$ cat src/rtl/freq_meter_pkg.sv
// Shared types and helpers for the frequency/period meter.
package freq_meter_pkg;

  typedef enum logic [1:0] {
    IDLE      = 2'd0,
    WAIT_EDGE = 2'd1,
    MEASURE   = 2'd2,
    DONE      = 2'd3
  } state_t;

  localparam logic MODE_FREQ   = 1'b0;
  localparam logic MODE_PERIOD = 1'b1;

  localparam int unsigned SAT_W = 64;

  // Increment that sticks at max_v instead of wrapping.
  function automatic logic [SAT_W-1:0] sat_inc(input logic [SAT_W-1:0] v,
                                               input logic [SAT_W-1:0] max_v);
    return (v >= max_v) ? v : v + SAT_W'(1);
  endfunction

endpackage

$ cat src/rtl/sig_edge_sync.sv
// Synchroniser chain for an asynchronous input plus a registered rising-edge pulse.
module sig_edge_sync #(
  parameter int unsigned SYNC_STAGES = 2
) (
  input  logic sys_clk,
  input  logic rst,
  input  logic sig_in,
  output logic rise
);

  logic [SYNC_STAGES-1:0] sync_q;
  logic                   prev_q;

  // rise lags sig_in by SYNC_STAGES+1 cycles
  always_ff @(posedge sys_clk or posedge rst) begin
    if (rst) begin
      sync_q <= '0;
      prev_q <= 1'b0;
      rise   <= 1'b0;
    end else begin
      sync_q <= {sync_q[SYNC_STAGES-2:0], sig_in};
      prev_q <= sync_q[SYNC_STAGES-1];
      rise   <= sync_q[SYNC_STAGES-1] & ~prev_q;
    end
  end

endmodule

$ cat src/rtl/freq_period_meter.sv
// Continuous frequency (edges per gate) or period (cycles per N periods) meter
// for an asynchronous input, with saturating counters and timeout.
module freq_period_meter
  import freq_meter_pkg::*;
#(
  parameter int unsigned GATE_CYCLES    = 100_000_000,
  parameter int unsigned AVG_PERIODS    = 1,
  parameter int unsigned TIMEOUT_CYCLES = 200_000_000,
  parameter int unsigned CNT_W          = 32,
  parameter int unsigned SYNC_STAGES    = 2
) (
  input  logic             sys_clk,
  input  logic             rst,
  input  logic             sig_in,
  input  logic             enable,
  input  logic             mode,
  output logic [CNT_W-1:0] result,
  output logic             result_valid,
  output logic             overflow,
  output logic             timeout,
  output logic             busy
);

  localparam int unsigned GATE_W = $clog2(GATE_CYCLES);
  localparam int unsigned TO_W   = $clog2(TIMEOUT_CYCLES);
  localparam int unsigned PER_W  = (AVG_PERIODS > 1) ? $clog2(AVG_PERIODS) : 1;

  localparam logic [GATE_W-1:0] GATE_LAST = GATE_W'(GATE_CYCLES - 1);
  localparam logic [TO_W-1:0]   TO_LAST   = TO_W'(TIMEOUT_CYCLES - 1);
  localparam logic [PER_W-1:0]  PER_LAST  = PER_W'(AVG_PERIODS - 1);
  localparam logic [CNT_W-1:0]  CNT_MAX   = '1;

  state_t             state;
  logic               cur_mode;
  logic [GATE_W-1:0]  gate_cnt;
  logic [TO_W-1:0]    to_cnt;
  logic [PER_W-1:0]   per_cnt;
  logic [CNT_W-1:0]   edge_cnt;
  logic [CNT_W-1:0]   cyc_cnt;
  logic               sticky_ovf;
  logic               rise;

  logic [CNT_W-1:0]   edge_inc;
  logic [CNT_W-1:0]   cyc_inc;
  logic               edge_at_max;
  logic               cyc_at_max;

  sig_edge_sync #(
    .SYNC_STAGES (SYNC_STAGES)
  ) u_sync (
    .sys_clk (sys_clk),
    .rst     (rst),
    .sig_in  (sig_in),
    .rise    (rise)
  );

  assign edge_inc    = CNT_W'(sat_inc(SAT_W'(edge_cnt), SAT_W'(CNT_MAX)));
  assign cyc_inc     = CNT_W'(sat_inc(SAT_W'(cyc_cnt), SAT_W'(CNT_MAX)));
  assign edge_at_max = (edge_cnt == CNT_MAX);
  assign cyc_at_max  = (cyc_cnt == CNT_MAX);

  always_ff @(posedge sys_clk or posedge rst) begin
    if (rst) begin
      state        <= IDLE;
      cur_mode     <= MODE_FREQ;
      gate_cnt     <= '0;
      to_cnt       <= '0;
      per_cnt      <= '0;
      edge_cnt     <= '0;
      cyc_cnt      <= '0;
      sticky_ovf   <= 1'b0;
      result       <= '0;
      result_valid <= 1'b0;
      overflow     <= 1'b0;
      timeout      <= 1'b0;
      busy         <= 1'b0;
    end else begin
      result_valid <= 1'b0;
      unique case (state)
        // DONE lasts one cycle and restarts exactly like IDLE does
        IDLE, DONE: begin
          gate_cnt   <= '0;
          to_cnt     <= '0;
          per_cnt    <= '0;
          edge_cnt   <= '0;
          cyc_cnt    <= '0;
          sticky_ovf <= 1'b0;
          cur_mode   <= mode;
          if (enable) begin
            state <= (mode == MODE_PERIOD) ? WAIT_EDGE : MEASURE;
            busy  <= 1'b1;
          end else begin
            state <= IDLE;
            busy  <= 1'b0;
          end
        end

        WAIT_EDGE: begin
          if (!enable) begin
            state <= IDLE;
            busy  <= 1'b0;
          end else if (rise) begin
            state   <= MEASURE;
            cyc_cnt <= '0;
            per_cnt <= '0;
            to_cnt  <= '0;
          end else if (to_cnt == TO_LAST) begin
            state        <= DONE;
            result       <= '0;
            result_valid <= 1'b1;
            overflow     <= sticky_ovf;
            timeout      <= 1'b1;
          end else begin
            to_cnt <= to_cnt + TO_W'(1);
          end
        end

        MEASURE: begin
          if (!enable) begin
            state <= IDLE;
            busy  <= 1'b0;
          end else if (cur_mode == MODE_FREQ) begin
            gate_cnt <= gate_cnt + GATE_W'(1);
            if (rise) begin
              edge_cnt <= edge_inc;
              if (edge_at_max) sticky_ovf <= 1'b1;
            end
            // an edge in the last gate cycle still counts
            if (gate_cnt == GATE_LAST) begin
              state        <= DONE;
              result       <= rise ? edge_inc : edge_cnt;
              result_valid <= 1'b1;
              overflow     <= sticky_ovf | (rise & edge_at_max);
              timeout      <= 1'b0;
            end
          end else begin
            cyc_cnt <= cyc_inc;
            if (cyc_at_max) sticky_ovf <= 1'b1;
            if (rise) begin
              if (per_cnt == PER_LAST) begin
                state        <= DONE;
                result       <= cyc_inc;
                result_valid <= 1'b1;
                overflow     <= sticky_ovf | cyc_at_max;
                timeout      <= 1'b0;
              end else begin
                per_cnt <= per_cnt + PER_W'(1);
                to_cnt  <= '0;
              end
            end else if (to_cnt == TO_LAST) begin
              state        <= DONE;
              result       <= '0;
              result_valid <= 1'b1;
              overflow     <= sticky_ovf | cyc_at_max;
              timeout      <= 1'b1;
            end else begin
              to_cnt <= to_cnt + TO_W'(1);
            end
          end
        end

        default: begin
          state <= IDLE;
          busy  <= 1'b0;
        end
      endcase
    end
  end

endmodule

$ cat config.mk
export PLATFORM = sky130hd
export DESIGN_NAME = freq_period_meter
export DESIGN_NICKNAME = d
export VERILOG_FILES = /design/src/rtl/freq_meter_pkg.sv /design/src/rtl/sig_edge_sync.sv /design/src/rtl/freq_period_meter.sv
export SDC_FILE = /design/constraint.sdc
export NUM_CORES = 1
export LEC_CHECK = 0
export BUFFER_PORTS_ARGS = -buffer_cell sky130_fd_sc_hd__buf_2
export CORE_MARGIN = 2
export CORE_UTILIZATION = 65
export CTS_CLUSTER_SIZE = 14
export DETAILED_ROUTE_END_ITERATION = 8
export GPL_TIMING_DRIVEN = 0
export PLACE_DENSITY_LB_ADDON = 0.1
export RECOVER_POWER = 50
export SLEW_MARGIN = 30
export SYNTH_ARGS = -nofsm -noshare
export SYNTH_HDL_FRONTEND = slang
export SYNTH_HIERARCHICAL = 1
export SYNTH_SLANG_ARGS = --single-unit
$ cat constraint.sdc
create_clock -name sys_clk -period 10.91 [get_ports sys_clk]
set_input_delay 2.182 -clock sys_clk [delete_from_list [all_inputs] [get_ports sys_clk]]
set_output_delay 2.182 -clock sys_clk [all_outputs]
set_load 0.005 [all_outputs]
==> results.json <==
{
  "status": "complete, but fails checks",
  "violations": "max-capacitance violations, max-slew violations",
  "finalPower_mw": 1.88,
  "synth_fp_nets": 1070,
  "cts_buffer_depth": 2,
  "worst_r2r_endpoint": "result[15]",
  "ir_drop_v": 0.000139,
  "first_pass_iters": 7,
  "synth_top_family_by_area": "simple AND/OR/NAND/NOR gates",
  "hold_path_depth": 0,
  "use_met1_pct": 47.6,
  "wl_per_cell_um": 18.8,
  "yosys.area_share.adder_pct": 0.815,
  "tightest_slew_ps": 2620,
  "gr-usage-all-layers_pct": 34.1,
  "finalWeightedCongestion": 0.957,
  "async_flop_share_pct": 100,
  "muxShareOfSynthArea_pct": 0.665,
  "yosysWarnings": 6,
  "initial_utilization_pct": 66.4,
  "fin_skew_ps": 7.79,
  "synth.avg_cell_area_um2": 8.70,
  "num_vias": 8380,
  "synthFlopType": "dfrtp_1",
  "coreArea_um2": 13900,
  "diodes": 0,
  "cts_tree": "built",
  "p_leak_nw": 4.16,
  "grt_antenna_before_repair": 0,
  "r2r_cells": 10,
  "power_density_nw_per_um2": 182,
  "insertion_delay_ps": 430,
  "synthXorXnorAreaFrac_pct": 9.13,
  "synth_compound_gate_area_share_pct": 16.8,
  "clock-sinks": 163,
  "synth_seq_cells": 163,
  "max-slew-margin-rel_pct": -74.4,
  "cts_setup_buffers": 0,
  "synth.area.top_cells": "dfrtp_1 (44%), nand2_1 (6.3%), o21ai_0 (6.2%)",
  "setup_viol": 0,
  "use_met2_pct": 52.2,
  "ios": 41,
  "nFillCells": 1030,
  "overflow": 0,
  "register_area_um2": 4080,
  "r2r_setup_slack_ps": 7340,
  "grt_max_degree": 75,
  "first_iter_violations": 934,
  "synth_top_area_cell": "dfrtp_1",
  "worstPathRequired_ps": 10880,
  "synth-simple-area-share_pct": 25.0,
  "multi_input_area_um2": 4810,
  "routed_via_density": 6.38,
  "drt-total-wl_um": 24700,
  "syn2layout_area_growth_pct": 12.0,
  "synth_edf_count": 0,
  "final_layout_size_suffix_gt1_share_pct": 8.65,
  "period_share_pct": 52.0,
  "cp-start-kind": "input port",
  "hpwl_um": 17500,
  "postCtsHoldBufs": 0,
  "fmax_mhz": 176,
  "rsz0062_at_grt": "no",
  "drv_cap": 2,
  "seq_area_frac_synth_pct": 44.3,
  "synthCells": 1059,
  "path_clk_slew_ps": 60,
  "rr_startpoint": "cyc_cnt[3]",
  "first_global_vias": 7903,
  "ctsResizeCount": 0,
  "drc": 0,
  "detail-route-antenna-nets": 0,
  "synth.top_cells.by_count": "dfrtp_1 (163), nand2_1 (154), nor2_1 (121)",
  "core.rowCount": 43,
  "synth_top_area_share_pct": 44.3,
  "criticalPathCategory": "input port to async pin",
  "drv_slew": 88,
  "min-delay-start": "u_sync/sync_q[0]",
  "ys_types": 71,
  "critPathMaxFanout": 74,
  "yosysMostFrequentCell": "dfrtp_1",
  "setup_tns_ps": 0,
  "grt.busiest_layer": "met2",
  "nets": 1131,
  "grt.met3_usage_pct": 9.46,
  "grt_first_pass_wirelength_um": 40000,
  "min_to": "u_sync/sync_q[1]",
  "die_width_um": 123,
  "cts_buffers": 17,
  "synth.cell_area_um2": 9210,
  "hold_viol": 0,
  "end_kind": "async pin",
  "port_buffers": 40,
  "root_buffer": "clkbuf_16",
  "die_h_um": 123,
  "htreeDepth": 4,
  "cp.arrival_ps": 5640,
  "min_period_ps": 5670,
  "hp-class": "register to register",
  "die-area_um2": 15100
}
## sequential cells by signal (all words and copies together), names as in the netlist, 2 cells and up
signal	count
cyc_cnt	32
edge_cnt	32
result	32
to_cnt	28
gate_cnt	27
state	2
u_sync/sync_q	2
## power breakdown
group | leakage [nW] | switching, mW | internal, mW
Combinational | 1.65 | 0.398 | 0.142
Clock | 0.320 | 0.250 | 0.436
Sequential | 2.20 | 0.0252 | 0.632
## per-stage QoR
stage	cells	setup slack, ps	area [µm²]	hold slack (ps)	util (%)
floorplan	1059	4440	9210	331	-
global placement	1279	2610	9640	332	69.4
detailed placement	1281	6280	9710	350	69.9
CTS	1313	6650	10400	372	74.8
global route	1313	4420	10300	394	74.4
finish	1313	5240	10300	375	74.4
## cells in the final DEF (no fill, tap or decap), types with 6 or more instances in the layout
cell type and instances:
a21o_1 13, a21oi_1 31, a222oi_1 8, a22o_1 11
a31oi_1 9, and3_1 20, buf_2 41, bufinv_16 6
clkbuf_1 49, clkbuf_16 17, dfrtp_1 163, ha_1 6
inv_1 18, nand2_1 154, nand3_1 42, nand4_1 26
nor2_1 121, nor2b_1 6, nor3_1 30, nor4_1 12
o21ai_0 114, o221ai_1 11, o31ai_1 17, or3_1 20
or4_1 6, xnor2_1 59, xor2_1 37
## worst max-delay path: stages
cell and delay [ps]:
clkbuf_1 90, clkinvlp_2 1020, buf_16 400, clkbuf_1 1890
## logic make-up (layout without fill, tap and decap cells)
group / Yosys count / in the layout
simple gates: 470 / 470
compound gates: 243 / 243
flops: 163 / 163
xor+xnor: 96 / 96
buf+inv: 75 / 149
fa+ha+maj: 6 / 6
mux: 6 / 6
## area by class of cell
type	instances	area share, %
Clock buffer	19	4.29
Clock inverter	13	2.23
Multi-Input combinational cell	821	46.6
Buffer	55	2.25
Tap cell	180	2.18
Sequential cell	163	39.5
Inverter	20	0.739
Timing Repair Buffer	42	2.21
## worst max-delay path by stage
stage            from  cells after the start  slack [ps]      endpoint
2_1_floorplan     rst                      1        4440          busy
3_3_place_gp      rst                      2        2610   edge_cnt[3]
3_5_place_dp   enable                      9        6280  gate_cnt[23]
4_1_cts        enable                      9        6650  gate_cnt[23]
5_1_grt           rst                      4        4420  edge_cnt[15]
6_report          rst                      4        5240  edge_cnt[15]
## metal layers
layer  vias to the layer above  share of wire (%)
met2                       359                 45
met4                         0                2.3
met1                      4074                 44
met5                         -                  0
met3                        52                8.7
li1                       3895                  -
(Power assumes the default switching activity.)
